===== config.mk =====
export PLATFORM = sky130hd
export DESIGN_NAME = router2axis_egress
export DESIGN_NICKNAME = d
export VERILOG_FILES = /design/src/rtl/router_pkg.sv /design/src/rtl/r2l_fifo.sv /design/src/rtl/router2axis_egress.sv
export SDC_FILE = /design/constraint.sdc
export NUM_CORES = 1
export LEC_CHECK = 0
export BUFFER_PORTS_ARGS = -buffer_cell sky130_fd_sc_hd__buf_2
export CAP_MARGIN = 10
export CORE_MARGIN = 3
export CORE_UTILIZATION = 64
export CTS_CLUSTER_DIAMETER = 40
export DETAILED_ROUTE_END_ITERATION = 10
export PLACE_DENSITY = 0.85
export SYNTH_ARGS = -nofsm -noshare
export SYNTH_HDL_FRONTEND = slang
export SYNTH_SLANG_ARGS = --single-unit

===== constraint.sdc =====
create_clock -name clk -period 18.1 [get_ports clk]
set_clock_uncertainty 0.1 [all_clocks]
set_input_delay 3.62 -clock clk [delete_from_list [all_inputs] [get_ports clk]]
set_output_delay 3.62 -clock clk [all_outputs]
set_load 0.03 [all_outputs]

===== src/rtl/router_pkg.sv =====
// Shared definitions for the router-to-AXI-Stream egress path.
// Latency: n/a (types, constants and field-offset helpers only).
// Backpressure: n/a.
//
// Flit layout: {sop, eop, data[DATA_W-1:0], keep[DATA_W/8-1:0]}, keep at bit 0.
package router_pkg;

  // Framer state: between packets, or inside a packet after its sop flit.
  typedef enum logic {
    IDLE = 1'b0,
    PKT  = 1'b1
  } frm_state_t;

  function automatic int KEEP_LSB(input int data_w);
    // Keep always sits at bit 0; the argument keeps all offset helpers uniform.
    return 0 * data_w;
  endfunction

  function automatic int DATA_LSB(input int data_w);
    return data_w / 8;
  endfunction

  function automatic int EOP_BIT(input int data_w);
    return data_w + data_w / 8;
  endfunction

  function automatic int SOP_BIT(input int data_w);
    return data_w + data_w / 8 + 1;
  endfunction

endpackage


===== src/rtl/r2l_fifo.sv =====
// Generic synchronous first-word-fall-through FIFO.
// Latency: a write is visible on rd_data the cycle after wr_en; no write-through/bypass.
// Backpressure: writes ignored when full, reads ignored when empty.
//
// Ports: clk, rst (async active-low), wr_en/wr_data (push), rd_en (pop),
//        rd_data (head entry, valid while !empty), full, empty.
// Pointers carry one extra wrap bit so full and empty are distinguishable.
module r2l_fifo #(
  parameter int WIDTH = 8,
  parameter int DEPTH = 8
) (
  input  logic             clk,
  input  logic             rst,
  input  logic             wr_en,
  input  logic [WIDTH-1:0] wr_data,
  input  logic             rd_en,
  output logic [WIDTH-1:0] rd_data,
  output logic             full,
  output logic             empty
);

  localparam int AW = $clog2(DEPTH);
  localparam logic [AW:0] PTR_ONE = 1;

  logic [WIDTH-1:0] mem [DEPTH];
  logic [AW:0]      wr_ptr;
  logic [AW:0]      rd_ptr;
  logic             do_wr;
  logic             do_rd;

  assign do_wr = wr_en && !full;
  assign do_rd = rd_en && !empty;

  // Storage needs no reset: empty masks stale contents.
  always_ff @(posedge clk) begin
    if (do_wr) begin
      mem[wr_ptr[AW-1:0]] <= wr_data;
    end
  end

  always_ff @(posedge clk or negedge rst) begin
    if (!rst) begin
      wr_ptr <= '0;
      rd_ptr <= '0;
    end else begin
      if (do_wr) wr_ptr <= wr_ptr + PTR_ONE;
      if (do_rd) rd_ptr <= rd_ptr + PTR_ONE;
    end
  end

  assign empty   = (wr_ptr == rd_ptr);
  assign full    = (wr_ptr[AW] != rd_ptr[AW]) && (wr_ptr[AW-1:0] == rd_ptr[AW-1:0]);
  assign rd_data = mem[rd_ptr[AW-1:0]];

endmodule


===== src/rtl/router2axis_egress.sv =====
// Router local-port flits -> framing check -> FWFT FIFO -> AXI4-Stream master.
// Latency: accepted flit appears on tdata 1 cycle later when the FIFO is empty.
// Backpressure: full tready support; ack drops while the FIFO is full (no write-through).
//
// Ports: clk; rst (async active-low); data_router/val/ack (router side, flit
//        {sop,eop,data,keep}); tdata/tkeep/tvalid/tready/tlast (AXIS master);
//        pkt_cnt/err_cnt (saturating statistics).
// Optional macro ROUTER2AXIS_STATS_EN enables the counters; otherwise they read 0.
module router2axis_egress
  import router_pkg::*;
#(
  parameter int DATA_W = 64,
  parameter int KEEP_W = DATA_W / 8,
  parameter int FLIT_W = DATA_W + KEEP_W + 2,
  parameter int DEPTH  = 8
) (
  input  logic              clk,
  input  logic              rst,
  input  logic [FLIT_W-1:0] data_router,
  input  logic              val,
  output logic              ack,
  output logic [DATA_W-1:0] tdata,
  output logic [KEEP_W-1:0] tkeep,
  output logic              tvalid,
  input  logic              tready,
  output logic              tlast,
  output logic [31:0]       pkt_cnt,
  output logic [15:0]       err_cnt
);

  localparam int SOP_B  = SOP_BIT(DATA_W);
  localparam int EOP_B  = EOP_BIT(DATA_W);
  localparam int DATA_B = DATA_LSB(DATA_W);
  localparam int KEEP_B = KEEP_LSB(DATA_W);
  localparam int ENT_W  = DATA_W + KEEP_W + 1;

  frm_state_t        state;
  frm_state_t        state_nxt;
  logic              rst_ok;
  logic              acc;
  logic              wr_en;
  logic              frame_err;
  logic              keep_err;
  logic              err_any;
  logic              pop;
  logic              fifo_full;
  logic              fifo_empty;
  logic [ENT_W-1:0]  rd_ent;

  logic              f_sop;
  logic              f_eop;
  logic [DATA_W-1:0] f_data;
  logic [KEEP_W-1:0] f_keep;

  assign f_sop  = data_router[SOP_B];
  assign f_eop  = data_router[EOP_B];
  assign f_data = data_router[DATA_B +: DATA_W];
  assign f_keep = data_router[KEEP_B +: KEEP_W];

  // rst_ok goes high on the first edge after reset release, so ack is a
  // function of flops only and clears asynchronously with reset.
  always_ff @(posedge clk or negedge rst) begin
    if (!rst) begin
      rst_ok <= 1'b0;
      state  <= IDLE;
    end else begin
      rst_ok <= 1'b1;
      state  <= state_nxt;
    end
  end

  assign ack = rst_ok && !fifo_full;
  assign acc = val && ack;

  always_comb begin
    state_nxt = state;
    wr_en     = 1'b0;
    frame_err = 1'b0;
    if (acc) begin
      case (state)
        IDLE: begin
          if (f_sop) begin
            wr_en = 1'b1;
            if (!f_eop) state_nxt = PKT;
          end else begin
            // Orphan continuation: drop it.
            frame_err = 1'b1;
          end
        end
        PKT: begin
          // A stray sop mid-packet is carried as an ordinary continuation.
          wr_en = 1'b1;
          if (f_sop) frame_err = 1'b1;
          if (f_eop) state_nxt = IDLE;
        end
        default: state_nxt = IDLE;
      endcase
    end
  end

  // Empty byte-enables are passed through but flagged.
  assign keep_err = wr_en && (f_keep == '0);
  assign err_any  = frame_err || keep_err;

  r2l_fifo #(
    .WIDTH (ENT_W),
    .DEPTH (DEPTH)
  ) u_fifo (
    .clk     (clk),
    .rst     (rst),
    .wr_en   (wr_en),
    .wr_data ({f_eop, f_data, f_keep}),
    .rd_en   (pop),
    .rd_data (rd_ent),
    .full    (fifo_full),
    .empty   (fifo_empty)
  );

  assign tvalid = !fifo_empty;
  assign pop    = tvalid && tready;
  // Head entry is stable until popped, which satisfies AXIS hold rules.
  assign tdata  = tvalid ? rd_ent[KEEP_W +: DATA_W] : '0;
  assign tkeep  = tvalid ? rd_ent[KEEP_W-1:0]       : '0;
  assign tlast  = tvalid && rd_ent[ENT_W-1];

`ifdef ROUTER2AXIS_STATS_EN
  logic [31:0] pkt_q;
  logic [15:0] err_q;

  always_ff @(posedge clk or negedge rst) begin
    if (!rst) begin
      pkt_q <= '0;
      err_q <= '0;
    end else begin
      if (pop && tlast && (pkt_q != '1)) pkt_q <= pkt_q + 32'd1;
      if (err_any && (err_q != '1))      err_q <= err_q + 16'd1;
    end
  end

  assign pkt_cnt = pkt_q;
  assign err_cnt = err_q;
`else
  logic stats_unused;
  assign stats_unused = err_any;
  assign pkt_cnt      = '0;
  assign err_cnt      = '0;
`endif

endmodule

==> flow_metrics.tcl, run 1 <==
set metrics [dict create \
    slew_headroom_pct 21.5 \
    syn_avg_cell_area_sq_um 22.4 \
    switching_share_pct 34.7 \
    netSwitchingPower_mw 1.53 \
    p_clk_share_pct 27.6 \
    rows 69 \
    synth_seq_cells 594 \
    post_cts_resized 0 \
    cts-root-buf "clkbuf_16" \
    layout.nets 1292 \
    postRouteAntennaNets 0 \
    fmaxAchievable_ghz 0.129 \
    ys_types 30 \
    synth_top_area_share_pct 75.7 \
    die_area_sq_um 38500 \
    grt_max_degree 79 \
    yosysTopAreaCell "edfxtp_1" \
    cap_violations 0 \
    syn_to_final_growth_pct 12.9 \
    drc 0 \
    gr-usage-all-layers_pct 25.7 \
    antenna_found_initial 7 \
    wire_per_inst_um 27.8 \
    coreArea_sq_um 35700 \
    dp_hpwl_mm 24.2 \
    timing.rr.start "u_fifo.rd_ptr[1]" \
    final_layout_size_suffix_gt1_share_pct 33.9 \
    vias_per_cell 6.29 \
    pin_count 201 \
    rsz0062_at_grt "no" \
    critPathCapture "tkeep[2]" \
    cts_hold_buf 0 \
    crit_family "flip-flops" \
    outcome "finished clean" \
    via_count 10900 \
    worstPathRequired_ns 14.38 \
    seqPwrFrac_pct 39.5 \
    cts-htree-levels 2 \
    worstPathMaxFanout 78 \
    worstRegToRegCells 5 \
    setup_viol 0 \
    crit_start "u_fifo.rd_ptr[1]" \
    syn_area_sq_um 23200 \
    tightest_slew_ns 1.18 \
    path_buf_inv 2 \
    ff2ff_setup_slack_ns 14.18 \
    critPathKind "reg2out" \
    clock_path_buffers 3 \
    p_comb_share_pct 32.9 \
    portBuffers 152 \
    cp_num_cells 6 \
    place_area_sq_um 24100 \
    netlist_instances 1032 \
    wl_mm 48.1 \
    final_common_cell "edfxtp_1" \
    hold_path.class "reg2reg" \
    final_cell_area_sq_um 26100 \
    ir_drop_mv 0.136 \
    numCtsBuffers 61 \
    fin_tns_setup_ns 0 \
    ys_seq_area_share_pct 76.8 \
    place.gp.congestion 0.724 \
    grt_pass1_vias 11600 \
    final_cell_mix "edfxtp_1, buf_2, mux4_2" \
    cpPeakStageDelay_ns 1.19 \
    nFillCells 1882 \
    slowest_stage "dfrtp_4" \
    yosysWarnings 0 \
    clk_pin_slew_ns 0.06 \
    multi_input_area_sq_um 4840 \
    start_util_pct 64.9 \
    arrival_ns 4.04 \
    layout_min_cycle_time_ns 7.76 \
    cts_setup_buffers 0 \
    end_kind "output port" \
    p_per_area_nw_per_um2 168 \
    leakage_nw 8.86 \
    p_int_mw 2.87 \
    clock_sinks 594 \
    path_cells "xnor2_1, nand3_1, nor2_4, buf_4, nor2_1, buf_2" \
    synth.area.top_cells "edfxtp_1, mux4_2, mux2i_1" \
    drt_pre_antenna_iters 6 \
    grt_pass1_wl_mm 72.3 \
    start_kind "flip-flop" \
    slew_viol_final 0 \
    regToRegEndpoint "u_fifo.mem[7][43]" \
    final-seq-area_sq_um 17800 \
    die_y_um 196 \
    clk-insertion-delay-late_ns 0.61 \
    fin_crit_sh_pct 42.9 \
    die_w_um 196 \
    drt_iter0_drc 911 \
    cts_tree "done" \
    globalRouteOverflowTotal 0 \
    final-hold-violation-count 0 \
]
-- kinds of logic (layout without fill, tap and decap cells) --
logic type	after synthesis	in the layout	synth area share [%]
DFF	594	594	76.8
muxes	221	221	17.5
buffers and inverters	105	287	3.24
and+or+nand+nor	95	95	1.75
xor gates and xnor gates	10	10	0.411
AOI/OAI and AO/OA	3	3	0.173
adders and majority gates	2	2	0.108
other	2	56	0.0324
-- worst min path at each step --
| stage | from | to | slack [ns] | cells past startpoint |
|---|---|---|---|---|
| 3_5_place_dp | u_fifo.rd_ptr[3] | u_fifo.rd_ptr[3] | 0.38 | 1 |
| 3_3_place_gp | u_fifo.wr_ptr[3] | u_fifo.wr_ptr[3] | 0.38 | 1 |
| 6_report | u_fifo.rd_ptr[3] | u_fifo.rd_ptr[3] | 0.39 | 1 |
| 2_1_floorplan | u_fifo.rd_ptr[3] | u_fifo.rd_ptr[3] | 0.36 | 1 |
| 4_1_cts | u_fifo.rd_ptr[3] | u_fifo.rd_ptr[3] | 0.39 | 1 |
| 5_1_grt | u_fifo.rd_ptr[3] | u_fifo.rd_ptr[3] | 0.42 | 1 |
-- sequential cells by signal, indices dropped and copies added (netlist names) --
register,flops
rst_ok,1
u_fifo.rd_ptr,4
state,1
u_fifo.mem,584
u_fifo.wr_ptr,4
-- synth_stat cells --
cell      instances
buf_6            18
nand3_4           1
and3_1            2
xnor2_1           8
dfrtp_1          10
conb_1            2
mux2_1            1
nor4_1            1
mux2_4            1
a41oi_4           1
ha_1              2
mux4_2          146
buf_2            32
buf_4            48
nor2_2            1
xor2_1            1
nor2_1           75
nand3_1           3
or2_2             1
inv_2             1
clkbuf_1          4
inv_1             2
nand2b_1          2
nand2_1           2
edfxtp_1        584
mux2i_1          73
a31oi_1           2
nand4_1           3
nor3_1            4
xnor2_2           1
-- worst register-to-register path, stage by stage, from the launching register on --
cell	delay, ns
dfrtp_4	1.19
xnor2_1	0.29
a41oi_4	0.40
nand4_1	0.23
clkinv_2	0.61
buf_4	0.70
-- per-stage QoR --
| stage | hold WS, ns | util [%] | total power, mW | setup WS, ns | cells |
|---|---|---|---|---|---|
| 3_3_place_gp | 0.382 | 67.7 | 3.18 | 10.99 | 1610 |
| 4_1_cts | 0.394 | 73.2 | 4.43 | 10.23 | 1722 |
| 6_report | 0.391 | 73.3 | 4.40 | 10.34 | 1729 |
| 2_1_floorplan | 0.364 | - | 2.85 | 6.52 | 1079 |
| 5_1_grt | 0.424 | 73.3 | 4.57 | 10.09 | 1726 |
| 3_5_place_dp | 0.383 | 67.7 | 3.21 | 10.86 | 1610 |
-- power by group through the flow --
stage,Sequential (mW),Clock [mW],Combinational [mW]
after global placement,1.76,0,1.42
after CTS,1.74,1.23,1.46
after detailed placement,1.76,0,1.44
after floorplan,1.67,0,1.18
final,1.74,1.21,1.45
after global routing,1.75,1.28,1.54
-- final cells by class --
class                           count  share of cell area [%]
Antenna cell                        7                  0.0670
Clock buffer                       71                    6.15
Clock inverter                     41                    1.42
Inverter                            3                  0.0479
Multi-Input combinational cell    380                    18.5
Sequential cell                   594                    68.1
Tap cell                          461                    2.21
Timing Repair Buffer              172                    3.49
-- layer usage --
metal	global-route usage, %	wire, um	up-vias	share of wire (%)
met3	5.08	3620	104	7.5
met2	44.0	25700	578	53
met1	33.4	17500	5671	36
met5	0	27	-	0.056
li1	-	-	4523	-
met4	9.53	1310	4	2.7
No activity file was read; power rests on OpenSTA's default activity.
==> inputs of run 2 (changes only) <==
--- a/config.mk
+++ b/config.mk
@@ -8,10 +8,10 @@
 export BUFFER_PORTS_ARGS = -buffer_cell sky130_fd_sc_hd__buf_2
 export CAP_MARGIN = 10
 export CORE_MARGIN = 3
-export CORE_UTILIZATION = 64
+export CORE_UTILIZATION = 59
 export CTS_CLUSTER_DIAMETER = 40
 export DETAILED_ROUTE_END_ITERATION = 10
-export PLACE_DENSITY = 0.85
+export PLACE_DENSITY = 0.79
 export SYNTH_ARGS = -nofsm -noshare
 export SYNTH_HDL_FRONTEND = slang
 export SYNTH_SLANG_ARGS = --single-unit
==> constraint.sdc (replaced) <==
create_clock -name clk -period 7.29 [get_ports clk]
set_clock_uncertainty 0.1 [all_clocks]
set_input_delay 1.458 -clock clk [delete_from_list [all_inputs] [get_ports clk]]
set_output_delay 1.458 -clock clk [all_outputs]
set_load 0.03 [all_outputs]
==> run 2 against run 1 <==
  * Hold slack better by 0.0039 ns
  * Largest power group unchanged
  * Die area up 8.2%
  * First-iteration DRC count down 0.55%
  * Sequential share of layout area down 0.094 points
  * Clock-buffer cell count unchanged
  * Clock power up 150%
  * Non-clock buffer count up 3
  * Setup slack worse by 8.2 ns
  * Highest routed layer unchanged
  * Power up 150%
==> flow_metrics.tcl, run 2 (synthesis results as in run 1) <==
set metrics [dict create \
    hold_depth 1 \
    slew_viol_final 0 \
    grt_pass1_wl_mm 70.1 \
    fin_tns_setup_ns 0 \
    vias_per_cell 6.04 \
    ir_drop_mv 0.320 \
    start_util_pct 60.6 \
    via_count 10700 \
    cts_hold_buf 0 \
    rsz0062_at_grt "no" \
    worstRegToRegCells 6 \
    postRouteAntennaNets 0 \
    dp_hpwl_mm 24.3 \
    layout.nets 1294 \
    clock_sinks 594 \
    cts_setup_buffers 0 \
    final_layout_size_suffix_gt1_share_pct 33.7 \
    slew_headroom_pct 31.7 \
    globalRouteOverflowTotal 0 \
    final_cell_area_sq_um 26200 \
    wl_mm 46.1 \
    leakage_nw 8.83 \
    cts_tree "done" \
    place_area_sq_um 24200 \
    largest_register_ffs 584 \
    final-hold-violation-count 0 \
    critPathKind "reg2out" \
    tightest_slew_ns 1.02 \
    drt_pre_antenna_iters 5 \
    grt_max_degree 60 \
    die_w_um 204 \
    portBuffers 152 \
    fmaxAchievable_ghz 0.194 \
    outcome "finished clean" \
    layout_min_cycle_time_ns 5.14 \
    pin_count 201 \
    die_area_sq_um 41700 \
    grt_pass1_vias 11300 \
    clock_path_buffers 3 \
    place.gp.congestion 0.719 \
    cts-htree-levels 2 \
    p_per_area_nw_per_um2 415 \
    fin_crit_sh_pct 70.6 \
    final_cell_mix "edfxtp_1, buf_2, mux4_2" \
    drc 0 \
    gr-usage-all-layers_pct 22.8 \
    final_common_cell "edfxtp_1" \
    setup_viol 0 \
    antenna_found_initial 8 \
    arrival_ns 3.59 \
    clk-insertion-delay-late_ns 0.59 \
    coreArea_sq_um 38200 \
    post_cts_resized 0 \
    rows 71 \
    hold_path.class "reg2reg" \
    numCtsBuffers 60 \
    worstPathMaxFanout 51 \
    die_y_um 204 \
    cap_violations 0 \
    clk_pin_slew_ns 0.06 \
    wire_per_inst_um 26.0 \
    cts-root-buf "clkbuf_16" \
    worstPathRequired_ns 5.73 \
    syn_to_final_growth_pct 13.0 \
    start_kind "flip-flop" \
    drt_iter0_drc 906 \
    end_kind "output port" \
]
==> run 2: cell types whose count changed in the layout (fill, tap and decap cells not counted), moves of 3 or more <==
cell | previous run | this run
buf_4 | 20 | 23
clkinv_2 | 10 | 6
inv_6 | 4 | 1
clkinvlp_4 | 1 | 5
==> run 2: final timing paths <==
kind | startpoint | end | slack, ns
worst max-delay path | u_fifo.rd_ptr[0] | tdata[34] | 2.15
worst min-delay path | u_fifo.rd_ptr[3] | u_fifo.rd_ptr[3] | 0.39
worst max register to register | u_fifo.rd_ptr[2] | u_fifo.mem[6][25] | 3.10
worst min register to register | u_fifo.rd_ptr[3] | u_fifo.rd_ptr[3] | 0.39
max in group asynchronous | rst | u_fifo.rd_ptr[2] | 6.24
min in group asynchronous | rst | u_fifo.wr_ptr[2] | 0.62
==> run 2: area by class of cell <==
class                   count  area (sq um)
repair buffers            175           933
clock inverters            34           352
diodes                      6          15.0
inverters                   3          13.8
clock buffers              71          1560
flip-flops and latches    594         17800
well taps                 511           639
fillers                  2291         12000
multi-input cells         380          4850
==> run 2: layer usage <==
layer	track usage (%)	vias to the layer above	wire (um)	part of all wire (%)
li1	-	4512	-	-
met1	31.2	5656	18000	39
met2	37.6	443	23700	51
met3	4.91	92	3250	7.1
met4	7.18	6	1130	2.4
met5	0	-	35	0.076
==> run 2: worst max-delay path: stages (launching register included) <==
cell and delay [ns]:
dfrtp_4 1.06, buf_4 0.74, mux4_2 0.58, mux2i_1 0.26, nor2_1 0.07, buf_2 0.20
==> run 2: report_power, final <==
part	switching, mW	internal [mW]
clock	1.23	1.74
combinational	2.19	1.38
sequential	0.317	4.01
==> run 2: stage by stage <==
stage	setup slack, ns	total power, mW	hold slack, ns	instances	util [%]
global placement	2.61	7.95	0.379	1663	63.5
CTS	2.00	11.0	0.396	1768	68.5
finish	2.15	10.9	0.394	1774	68.5
floorplan	-0.175	7.08	0.364	1079	-
global route	1.80	11.3	0.425	1772	68.5
detailed placement	2.60	8.01	0.389	1663	63.5
==> inputs of run 3 (changes only) <==
==> constraint.sdc (replaced) <==
create_clock -name clk -period 5 [get_ports clk]
set_clock_uncertainty 0.1 [all_clocks]
set_input_delay 1 -clock clk [delete_from_list [all_inputs] [get_ports clk]]
set_output_delay 1 -clock clk [all_outputs]
set_load 0.03 [all_outputs]
==> run 3 against run 2 <==
  * Sequential share of layout area hardly changed
  * Clock power is 43% higher
  * Setup slack got worse by 1.0 ns
  * Wire length is 0.48% lower
  * Die area unchanged
  * Final area is essentially flat
  * Sequential power increased by 39%
  * Sequential cell count did not move
  * Power up 45%
  * Critical path type unchanged
  * Highest routed layer unchanged
==> flow_metrics.tcl, run 3 (synthesis results as in run 1) <==
set metrics [dict create \
    outcome "finished clean" \
    drt_pre_antenna_iters 5 \
    cts-root-buf "clkbuf_16" \
    seqPwrFrac_pct 38.2 \
    grt_pass1_wl_mm 68.8 \
    die_w_um 204 \
    dpl.cell_count 1662 \
    rsz0062_at_grt "no" \
    wl_mm 45.8 \
    hold_path.class "in2async" \
    coreArea_sq_um 38200 \
    final_common_cell "edfxtp_1" \
    worstPathMaxFanout 149 \
    netSwitchingPower_mw 5.42 \
    layout.cells.non_filler 1783 \
    largest_register_ffs 584 \
    portBuffers 152 \
    globalRouteOverflowTotal 0 \
    syn_to_final_growth_pct 13.1 \
    arrival_ns 2.79 \
    fin_crit_sh_pct 77.8 \
    fin_util_pct 68.6 \
    clk_pin_slew_ns 0.06 \
    fin_tns_setup_ns 0 \
    switching_share_pct 34.5 \
    die_area_sq_um 41700 \
    final_layout_size_suffix_gt1_share_pct 33.6 \
    p_int_mw 10.3 \
    end_kind "output port" \
    tightest_slew_ns 0.940 \
    antenna_found_initial 12 \
    final-hold-violation-count 0 \
    p_clk_share_pct 26.9 \
    place.gp.congestion 0.756 \
    gr-usage-all-layers_pct 22.4 \
    start_util_pct 60.6 \
    p_comb_share_pct 34.9 \
    grt_max_degree 150 \
    cts_tree "done" \
    nFillCells 2310 \
    postRouteAntennaNets 0 \
    pin_count 201 \
    critPathKind "reg2out" \
    drt_iter0_drc 827 \
    die_y_um 204 \
    layout.nets 1294 \
    numCtsBuffers 61 \
    post_cts_resized 0 \
    fmaxAchievable_ghz 0.257 \
    final_cell_area_sq_um 26200 \
    cts_hold_buf 0 \
    rows 71 \
    vias_per_cell 5.97 \
    slew_viol_final 0 \
    clock_sinks 594 \
    drc 0 \
    leakage_nw 8.83 \
    total_power_mw 15.7 \
    worstPathRequired_ns 3.90 \
    setup_viol 0 \
    wire_per_inst_um 25.7 \
    p_per_area_nw_per_um2 601 \
    final_cell_mix "edfxtp_1, buf_2, mux4_2" \
    slew_headroom_pct 37.4 \
    cap_violations 0 \
    place_area_sq_um 24300 \
    layout_min_cycle_time_ns 3.89 \
    via_count 10700 \
    cts-htree-levels 2 \
    dp_hpwl_mm 23.6 \
    ir_drop_mv 0.757 \
    clk-insertion-delay-late_ns 0.59 \
    start_kind "flip-flop" \
    cts_setup_buffers 0 \
    grt_pass1_vias 11100 \
    clock_path_buffers 3 \
]
-- run 3: cell types whose count changed in the layout (fill, tap and decap cells not counted) --
cell / delta
buf_12: +4
buf_4: -5
bufinv_16: -3
clkbuf_1: +10
clkinv_1: -4
clkinv_4: +1
clkinvlp_4: -2
diode_2: +3
inv_6: +6
inv_8: -1
-- run 3: worst max-delay path, cell delays in order, from the launching register on --
cell     delay, ns
dfrtp_4       0.43
buf_12        0.61
mux4_2        0.41
mux2i_1       0.38
nor2_1        0.09
buf_2         0.20
-- run 3: final cells by class --
class	count	area (sq um)	area share, %
sequential	594	17800	68.0
timing repair buffer	174	976	3.73
antenna	9	22.5	0.0860
tap	511	639	2.44
clock inverter	31	282	1.08
clock buffer	81	1600	6.12
inverter	3	13.8	0.0526
multi-input combinational	380	4850	18.5
-- run 3: stage by stage --
| step | worst slack [ns] | hold slack, ns |
|---|---|---|
| 6_report | 1.11 | 0.165 |
| 2_1_floorplan | -2.01 | 0.364 |
| 5_1_grt | 0.895 | 0.157 |
| 3_3_place_gp | 1.69 | 0.377 |
| 3_5_place_dp | 1.69 | 0.386 |
| 4_1_cts | 1.03 | 0.144 |
-- run 3: per-layer routing --
metal / track usage (%) / part of all wire, % / vias up
met3: 5.26 / 7.2 / 88
met2: 37.0 / 51 / 455
met5: 2.14 / 0.094 / -
met4: 7.50 / 2.6 / 8
li1: - / - / 4523
met1: 30.0 / 39 / 5579
-- run 3: worst paths after layout --
path / slack [ns] / from / to / cells after the start
worst min register to register: 0.39 / u_fifo.wr_ptr[3] / u_fifo.wr_ptr[3] / 1
worst max-delay path: 1.11 / u_fifo.rd_ptr[1] / tdata[63] / 5
max in group asynchronous: 4.41 / rst / u_fifo.rd_ptr[1] / 1
min in group clk: 0.39 / u_fifo.wr_ptr[3] / u_fifo.wr_ptr[3] / 1
worst max register to register: 1.78 / u_fifo.rd_ptr[2] / u_fifo.mem[4][45] / 5
worst min-delay path: 0.17 / rst / u_fifo.wr_ptr[2] / 1
-- run 3: power groups by stage --
stage	Sequential [mW]	Clock, mW	Combinational [mW]
final	6.01	4.24	5.49
after global routing	6.03	4.51	5.86
after CTS	6.01	4.31	5.59
after detailed placement	6.10	0	5.54
after global placement	6.08	0	5.50
after floorplan	6.03	0	4.29
